<file path="src/rtl/seq_divider.sv">
// Sequential restoring divider: 7-bit dividend by 4-bit divisor, one quotient bit per cycle.
// Optional macro DIV_ZERO_CHECK_EN short-circuits divide-by-zero and raises dz.
module seq_divider (
    input  logic       clk,
    input  logic       rst,
    input  logic       start,
    input  logic [6:0] dividend,
    input  logic [3:0] divisor,
    output logic       busy,
    output logic       done,
    output logic [6:0] quotient,
    output logic [3:0] remainder,
    output logic       dz
);

    typedef enum logic [1:0] {StIdle, StRun, StDone} state_e;

    state_e     state_q, state_d;
    logic [2:0] cnt_q, cnt_d;
    logic [6:0] dvd_q, dvd_d;
    logic [3:0] dvs_q, dvs_d;
    logic [3:0] rem_q, rem_d;
    logic [6:0] quo_q, quo_d;
    logic [3:0] rmd_q, rmd_d;
    logic       busy_q, busy_d;
    logic       done_q, done_d;
`ifdef DIV_ZERO_CHECK_EN
    logic       dz_q, dz_d;
`endif

    logic [4:0] part;
    logic [4:0] diff;
    logic       qbit;
    logic [3:0] rem_step;

    // Quotient bits shift into the dividend register as dividend bits shift out.
    always_comb begin
        part     = {rem_q, dvd_q[6]};
        diff     = part - {1'b0, dvs_q};
        qbit     = (part >= {1'b0, dvs_q});
        rem_step = qbit ? diff[3:0] : part[3:0];

        state_d = state_q;
        cnt_d   = cnt_q;
        dvd_d   = dvd_q;
        dvs_d   = dvs_q;
        rem_d   = rem_q;
        quo_d   = quo_q;
        rmd_d   = rmd_q;
`ifdef DIV_ZERO_CHECK_EN
        dz_d    = dz_q;
`endif

        case (state_q)
            StIdle, StDone: begin
                if (start) begin
                    dvd_d   = dividend;
                    dvs_d   = divisor;
                    rem_d   = 4'd0;
                    cnt_d   = 3'd6;
                    state_d = StRun;
                end else if (state_q == StDone) begin
                    state_d = StIdle;
                end
            end
            StRun: begin
`ifdef DIV_ZERO_CHECK_EN
                if (dvs_q == 4'd0) begin
                    state_d = StDone;
                    quo_d   = 7'h7F;
                    rmd_d   = dvd_q[3:0];
                    dz_d    = 1'b1;
                    cnt_d   = 3'd0;
                end else
`endif
                begin
                    rem_d = rem_step;
                    dvd_d = {dvd_q[5:0], qbit};
                    if (cnt_q == 3'd0) begin
                        state_d = StDone;
                        quo_d   = {dvd_q[5:0], qbit};
                        rmd_d   = rem_step;
`ifdef DIV_ZERO_CHECK_EN
                        dz_d    = 1'b0;
`endif
                    end else begin
                        cnt_d = cnt_q - 3'd1;
                    end
                end
            end
            default: state_d = StIdle;
        endcase

        busy_d = (state_d == StRun);
        done_d = (state_d == StDone);
    end

    always_ff @(posedge clk or posedge rst) begin
        if (rst) begin
            state_q <= StIdle;
            cnt_q   <= 3'd0;
            dvd_q   <= 7'd0;
            dvs_q   <= 4'd0;
            rem_q   <= 4'd0;
            quo_q   <= 7'd0;
            rmd_q   <= 4'd0;
            busy_q  <= 1'b0;
            done_q  <= 1'b0;
`ifdef DIV_ZERO_CHECK_EN
            dz_q    <= 1'b0;
`endif
        end else begin
            state_q <= state_d;
            cnt_q   <= cnt_d;
            dvd_q   <= dvd_d;
            dvs_q   <= dvs_d;
            rem_q   <= rem_d;
            quo_q   <= quo_d;
            rmd_q   <= rmd_d;
            busy_q  <= busy_d;
            done_q  <= done_d;
`ifdef DIV_ZERO_CHECK_EN
            dz_q    <= dz_d;
`endif
        end
    end

    assign busy      = busy_q;
    assign done      = done_q;
    assign quotient  = quo_q;
    assign remainder = rmd_q;
`ifdef DIV_ZERO_CHECK_EN
    assign dz        = dz_q;
`else
    assign dz        = 1'b0;
`endif

endmodule

</file>
<file path="config.mk">
export PLATFORM = sky130hd
export DESIGN_NAME = seq_divider
export DESIGN_NICKNAME = d
export VERILOG_FILES = /design/src/rtl/seq_divider.sv
export SDC_FILE = /design/constraint.sdc
export NUM_CORES = 1
export LEC_CHECK = 0
export ABC_AREA = 1
export BUFFER_PORTS_ARGS = -buffer_cell sky130_fd_sc_hd__buf_2
export CAP_MARGIN = 20
export CORE_UTILIZATION = 35
export CTS_CLUSTER_DIAMETER = 100
export DETAILED_ROUTE_END_ITERATION = 12
export SYNTH_ARGS = -nofsm -noshare
export SYNTH_HDL_FRONTEND = slang
export SYNTH_SLANG_ARGS = --single-unit
</file>
<file path="constraint.sdc">
create_clock -name clk -period 1.8 [get_ports clk]
set_clock_uncertainty 0.1 [all_clocks]
set_input_delay 0.18 -clock clk [delete_from_list [all_inputs] [get_ports clk]]
set_output_delay 0.18 -clock clk [all_outputs]
set_load 0.005 [all_outputs]
</file>
Yosys cells after proc, flatten, opt, wreduce, memory -nomap -nowiden

Cells that the tools add are included.

Flip-flop bits (word level): 33
Input bits: 14
Output and inout port bits: 14
Logic and storage cells: 38

Add/sub/neg operators: 2
$lt $le $gt $ge: 1
Equality and inequality tests: 6
Multiplexer cells: 12
Reductions and logical operators: 8

Operator list:

| operator                                         | count |
|---|---|
| one-hot mux 7 bit (2 select lines)               | 1 |
| 2-to-1 mux 4 bit                                 | 2 |
| one-hot mux 4 bit (2 select lines)               | 1 |
| 2-to-1 mux 7 bit                                 | 1 |
| 2-to-1 mux 2 bit                                 | 3 |
| 2-to-1 mux 3 bit                                 | 2 |
| one-hot mux 3 bit (2 select lines)               | 1 |
| AND reduction 2 bit                              | 3 |
| greater-or-equal comparator 5 x 4 -> 1 bit       | 1 |
| == test 2 x 1 -> 1 bit, second input constant    | 2 |
| == test 2 bit, second input constant             | 2 |
| inequality test 2 bit, second input constant     | 2 |
| one-hot mux 2 bit (2 select lines)               | 1 |
| subtractor 4 bit                                 | 1 |
| zero test 3 bit                                  | 1 |
| AND reduction 3 bit                              | 1 |
| subtractor 3 x 1 -> 3 bit, second input constant | 1 |
| zero test 2 bit                                  | 1 |
| nonzero test 2 bit                               | 1 |
| OR reduction 2 bit                               | 1 |

Depth between registers and ports, before layout

Gate-level depths: netlist (run 1).

Depth in word-level cells: 5
Depth in mapped cells: 10
Gate-level depth less buffers: 10

Least setup slack after synthesis (run 1)

OpenSTA, ideal clock, no wires.

Kind: reg-to-reg
Start point: reg dvd_q[6]
End point: reg rem_q[2]
Library setup time: 0.118 ns
Data arrival time: 1.291 ns
Data required time: 1.582 ns
Setup slack: 0.291 ns
Cell stages (with the launch flop): 9
Path buffers: 0
Clock period less this slack: 1.509 ns
Path through: dfrtp_1 -> inv_1 -> ha_1 -> inv_1 -> fa_1 -> xnor2_1 -> nand2_1 -> nand3_1 -> nand2_1

Longest elaborated chain between the ends: 3
Elaborated cells between the ends (all ways): 4
Those cells by class: add/sub (1); order compare (1); mux (2)

Ends and longest elaborated chain:

| item                                                                                  | line   | source |
|---|---|---|
| from (decl)                                                                           | 20     | `logic [6:0] dvd_q, dvd_d;` |
| from (signal assigned)                                                                | 115    | `dvd_q <= dvd_d;` |
| subtractor 4 bit / greater-or-equal comparator 5 x 4 -> 1 bit (equally long branches) | 39, 40 |  |
| 2-to-1 mux 4 bit *                                                                    | 41     | `rem_step = qbit ? diff[3:0] : part[3:0];` |
| one-hot mux 4 bit (2 select lines) *                                                  | 54     | `case (state_q)` |
| to (signal assigned)                                                                  | 117    | `rem_q <= rem_d;` |
| to (decl)                                                                             | 22     | `logic [3:0] rem_q, rem_d;` |

Mark *: on every way between the ends. The rest lies on a longest branch, timed or not.
A chain may end at the register's enable or synchronous reset.

Worst setup path after layout (run 1)

Ends and elaborated chain as after synthesis.

==> results.sh, run 1 <==
export IMPL_dr_pass1_iters=4
export IMPL_hpwl_mm=2.16
export IMPL_cp_top_family="adder cells"
export IMPL_fmax_mhz=600
export IMPL_critPathSlowestCell="dfrtp_1"
export IMPL_drive_above_1_share=0.245
export IMPL_required_ns=1.87
export IMPL_critPathMaxFanout=2
export IMPL_numCtsBuffers=5
export IMPL_fp_dieH_um=69.9
export IMPL_ir_worst_vdd_mv=0.601
export IMPL_critPathKind="flip-flop to flip-flop"
export IMPL_setup_viol=0
export IMPL_crit_arrival_ns=1.74
export IMPL_antenna_found_initial=0
export IMPL_min_path_type="input pin to flip-flop"
export IMPL_num_vias=1203
export IMPL_p_per_area_mw_per_mm2=1960
export IMPL_syn_to_final_growth_pct=15.6
export IMPL_grt_max_degree=34
export IMPL_path_clk_slew_ns=0.06
export IMPL_rsz0062_at_grt="no"
export IMPL_grt_pass1_vias=1215
export IMPL_rows=24
export IMPL_yosysSeqAreaShare=0.511
export IMPL_wl_mm=2.91
export IMPL_die_w_um=69.9
export IMPL_diodes=0
export IMPL_avgSynthCellArea_sq_um=9.02
export IMPL_drtIter0Drc=63
export IMPL_leakagePower_uw=0.00100
export IMPL_outcome="completed"
export IMPL_start_kind="flip-flop"
export IMPL_final_common_cell="nand2_1"
export IMPL_drc_errors=0
export IMPL_coreArea_sq_mm=0.00438
export IMPL_dp_slack_ns=0.123
export IMPL_io_pins=28
export IMPL_ant_nets=0
export IMPL_grt_pass1_wl_mm=5.31
export IMPL_fin_crit_ns=1.67
export IMPL_synth_fp_nets=200
export IMPL_fin_util=0.426
export IMPL_cts_tree="done"
export IMPL_cts_setup_buffers=0
export IMPL_hold_viol_final=0
export IMPL_grt_overflow_total=0
export IMPL_mostFrequentLayoutCells="43 x nand2_1, 33 x dfrtp_1, 26 x buf_2"
export IMPL_yosysWarnings=0
export IMPL_slowest_delay_ns=0.38
export IMPL_cts_root_buf="clkbuf_8"
export IMPL_cts_path_max_buffers=2
export IMPL_maxCapViolations=0
export IMPL_grtUsageTotal=0.140
export IMPL_ys_seq_elements=33
export IMPL_post_route_period_util=0.926
export IMPL_viasPerCell=4.63
export IMPL_fill_cells=452
export IMPL_drv_slew=0
export IMPL_syn_area_sq_mm=0.00162
export IMPL_clkLatencyLatePin_ns=0.28
export IMPL_cp_cell_sequence="inv_1 -> ha_1 -> inv_1 -> fa_1 -> xnor2_1 -> nand2_1 -> nand3_1 -> nand2_1"
export IMPL_fin_setup_tns_ns=0
export IMPL_cp_buffers_inverters=2
export IMPL_globalplace_congestion=0.823
export IMPL_h_tree_depth=2
export IMPL_nNetsFinal=230
export IMPL_die_area_sq_mm=0.00489
export IMPL_start_util=0.368
export IMPL_cts_sinks=33
export IMPL_worst_slack_ns=0.133
export IMPL_synth_distinct_cells=29
export IMPL_wire_per_inst_um=11.2
export IMPL_io_buffers=26
export IMPL_netlist_instances=179
export IMPL_critPathCaptureType="flip-flop"
==> kinds of logic (layout without fill, tap and decap cells) <==
group	after synthesis	count (layout)	synth area share
other	1	1	0.00232
DFF	33	33	0.511
adders and majority gates	7	7	0.0589
AOI/OAI and AO/OA	22	22	0.0883
and+or+nand+nor	83	83	0.233
buffers and inverters	31	60	0.0937
xor gates and xnor gates	1	1	0.00542
muxes	1	1	0.00697
==> Yosys cell counts <==
master / count / area (sq um)
fa_1: 1 / 20.0
o21ai_2: 3 / 26.3
or2_0: 1 / 6.26
buf_4: 1 / 7.51
nor2_2: 1 / 6.26
buf_2: 1 / 5.00
o21ai_0: 4 / 20.0
o22ai_1: 6 / 37.5
nand2_4: 1 / 11.3
nor2_8: 1 / 20.0
a21oi_1: 4 / 20.0
conb_1: 1 / 3.75
mux2_2: 1 / 11.3
ha_1: 6 / 75.1
buf_6: 3 / 33.8
nand3_1: 15 / 75.1
nand2_1: 43 / 161
nor2_1: 16 / 60.1
inv_6: 1 / 8.76
nand2_2: 4 / 25.0
o211ai_1: 1 / 7.51
nor2_4: 1 / 11.3
o21ai_4: 1 / 16.3
inv_4: 1 / 6.26
inv_1: 23 / 86.3
dfrtp_1: 33 / 826
inv_2: 1 / 3.75
o21ai_1: 3 / 15.0
xnor2_1: 1 / 8.76
==> repair_timing <==
item | in CTS | in global routing
hold buffers | 1 | 0
endpoints found under the hold margin | 33 | 0
gates resized for setup | 0 | 2
setup endpoints to repair | 0 | 1
==> area by class of cell <==
class / count / area [sq um] / area share
tap: 52 / 65.1 / 0.0348
clock buffer: 5 / 68.8 / 0.0368
multi-input combinational: 115 / 651 / 0.348
sequential: 33 / 826 / 0.442
inverter: 26 / 105 / 0.0563
clock inverter: 1 / 5.00 / 0.00268
timing repair buffer: 28 / 148 / 0.0790
==> final timing paths <==
check | slack [ns] | cells past startpoint | from | endpoint
min in group asynchronous | 0.43 | 4 | rst | remainder[3]
min | 0.03 | 2 | divisor[0] | dvs_q[0]
max in group asynchronous | 0.88 | 4 | rst | quotient[2]
min reg2reg | 0.37 | 2 | quotient[2] | quotient[2]
max reg2reg | 0.13 | 8 | dvd_q[6] | rem_q[2]
max | 0.13 | 8 | dvd_q[6] | rem_q[2]
==> sequential cells by signal (all words and copies together), names as in the netlist <==
name and flops:
quotient 7, dvd_q 7, busy 1, remainder 4, done 1, rem_q 4
state_q 2, dvs_q 4, cnt_q 3
==> power breakdown <==
| part | internal, uW | switching (uW) |
|---|---|---|
| Combinational | 728 | 1140 |
| Sequential | 1110 | 195 |
| Clock | 254 | 246 |
==> through the flow <==
step	hold WS (ns)	power (uW)	area (sq um)	cells
2_1_floorplan	0.209	2770	1620	179
3_3_place_gp	0.191	3130	1770	253
3_5_place_dp	0.196	3170	1770	253
4_1_cts	0.0249	3680	1860	260
5_1_grt	0.0199	4070	1870	260
6_report	0.0318	3670	1870	260
==> routing by layer <==
metal	GRT usage	vias to the layer above	wire length (um)
li1	-	619	-
met1	0.178	544	1440
met2	0.205	33	1230
met3	0.0519	7	170
met4	0.0756	0	65
met5	0	-	0
(Power assumes the default switching activity.)
==> run 2, diff against run 1 <==
CELL_PAD_IN_SITES_DETAIL_PLACEMENT = 2   (was not set)
CELL_PAD_IN_SITES_GLOBAL_PLACEMENT = 2   (was not set)
CTS_BUF_LIST = sky130_fd_sc_hd__clkbuf_8   (was not set)
CTS_CLUSTER_DIAMETER = not set   (was 100)
PLACE_DENSITY_LB_ADDON = 0.1   (was not set)
==> run 2 against run 1 <==
- setup slack better by 0.022 ns
- cell count is 0.77% higher
- sequential share of layout area is 0.70 points lower
- via count is 6.4% higher
- largest power group unchanged
==> results.sh, run 2 (same netlist as run 1, synthesis figures left out) <==
export IMPL_cts_root_buf="clkbuf_8"
export IMPL_leakagePower_uw=0.00101
export IMPL_fmax_mhz=608
export IMPL_diodes=0
export IMPL_cts_tree="done"
export IMPL_critPathMaxFanout=6
export IMPL_num_vias=1280
export IMPL_cts_path_max_buffers=2
export IMPL_rrSetupSlack_ns=0.15
export IMPL_globalplace_congestion=0.833
export IMPL_io_buffers=26
export IMPL_grt_max_degree=34
export IMPL_grtUsageTotal=0.185
export IMPL_grt_pass1_vias=1423
export IMPL_required_ns=1.89
export IMPL_fin_setup_tns_ns=0
export IMPL_rows=24
export IMPL_path_clk_slew_ns=0.07
export IMPL_fp_dieH_um=69.9
export IMPL_min_delay_start="divisor[0]"
export IMPL_grt_pass1_wl_mm=6.94
export IMPL_start_util=0.368
export IMPL_drive_above_1_share=0.262
export IMPL_nNetsFinal=230
export IMPL_worstHoldEndpoint="dvs_q[0]"
export IMPL_cp_cell_sequence="ha_4 -> nand2_1 -> nor2_1 -> nor2_4 -> nand2_2 -> nand2_1 -> nand3_1 -> nand2_1"
export IMPL_fin_crit_ns=1.65
export IMPL_syn_to_final_growth_pct=17.5
export IMPL_hold_viol_final=0
export IMPL_critPathCaptureType="flip-flop"
export IMPL_holdPathStages=2
export IMPL_post_route_period_util=0.914
export IMPL_wl_met3_um=169
export IMPL_die_w_um=69.9
export IMPL_ant_nets=0
export IMPL_clkLatencyLatePin_ns=0.29
export IMPL_min_path_type="input pin to flip-flop"
export IMPL_wire_per_inst_um=15.1
export IMPL_crit_arrival_ns=1.73
export IMPL_hpwl_mm=3.06
export IMPL_wl_met2_mm=2.03
export IMPL_mostFrequentLayoutCells="42 x nand2_1, 33 x dfrtp_1, 26 x buf_2"
export IMPL_wl_mm=3.96
export IMPL_m1WireLength_mm=1.70
export IMPL_critPathKind="flip-flop to flip-flop"
export IMPL_path_common_cell="nand2_1"
export IMPL_outcome="completed"
export IMPL_coreArea_sq_mm=0.00438
export IMPL_h_tree_depth=2
export IMPL_drc_errors=0
export IMPL_finalPower_uw=3950
export IMPL_antenna_found_initial=0
export IMPL_maxCapViolations=0
export IMPL_numCtsBuffers=5
export IMPL_final_common_cell="nand2_1"
export IMPL_grt_overflow_total=0
export IMPL_cp_buffers_inverters=0
export IMPL_drv_slew=0
export IMPL_setup_viol=0
export IMPL_drtIter0Drc=59
export IMPL_p_per_area_mw_per_mm2=2080
export IMPL_die_area_sq_mm=0.00489
export IMPL_dr_pass1_iters=4
export IMPL_viasPerCell=4.89
export IMPL_slowest_delay_ns=0.44
export IMPL_worst_slack_ns=0.155
export IMPL_rr_endpoint="rem_q[0]"
export IMPL_ir_worst_vdd_mv=0.646
export IMPL_io_pins=28
export IMPL_cts_sinks=33
export IMPL_dp_slack_ns=0.0156
export IMPL_start_kind="flip-flop"
export IMPL_critPathSlowestCell="dfrtp_1"
export IMPL_timing_rr_start="rem_q[1]"
export IMPL_rsz0062_at_grt="no"
export IMPL_cp_top_family="simple AND/OR/NAND/NOR gates"
export IMPL_ff2ff_path_depth=8
export IMPL_route_top_layer_used="met4"
-- run 2: worst register-to-register path, delay by kind of cell, from the launching register on --
kind                       cells  cell delay [ns]
DFF                            1             0.44
adders and majority gates      1             0.32
and+or+nand+nor                7             0.67
-- run 2: layer usage --
metal  up-vias  track usage
li1        618            -
met1       631        0.220
met2        23        0.321
met3         8       0.0548
met4         0       0.0556
met5         -            0
-- run 2: worst max path at each step --
| stage | depth (start not counted) | end | from |
|---|---|---|---|
| finish | 8 | rem_q[0] | rem_q[1] |
| floorplan | 8 | rem_q[2] | dvd_q[6] |
| detailed placement | 8 | rem_q[2] | dvd_q[6] |
| global placement | 8 | remainder[2] | dvd_q[6] |
| global route | 8 | remainder[2] | dvd_q[6] |
| CTS | 8 | rem_q[2] | dvd_q[6] |
-- run 2: through the flow --
stage	utilization	hold slack, ns	area, sq um	instances
2_1_floorplan	-	0.209	1620	179
3_3_place_gp	0.404	0.196	1770	253
3_5_place_dp	0.404	0.208	1770	253
4_1_cts	0.426	0.00514	1870	262
5_1_grt	0.433	0.0108	1900	262
6_report	0.433	0.0112	1900	262
-- run 2: repair_timing --
item | CTS | global route
hold endpoints to repair | 33 | 0
endpoints found under the setup margin | 0 | 6
resized for setup | 0 | 5
hold buffers | 1 | 0
buffers inserted | 0 | 0
-- run 2: final cells by class --
| class | count | area [sq um] |
|---|---|---|
| Inverter | 26 | 105 |
| Tap cell | 52 | 65.1 |
| Clock inverter | 3 | 17.5 |
| Multi-Input combinational cell | 115 | 668 |
| Timing Repair Buffer | 28 | 148 |
| Clock buffer | 5 | 68.8 |
| Fill cell | 480 | 2490 |
| Sequential cell | 33 | 826 |
-- run 2: power by group --
group / internal, uW / leakage [uW] / switching (uW) / total [uW]
registers: 1110 / 0.000396 / 201 / 1310
logic: 786 / 0.000575 / 1300 / 2080
clock network: 267 / 0.0000439 / 294 / 561
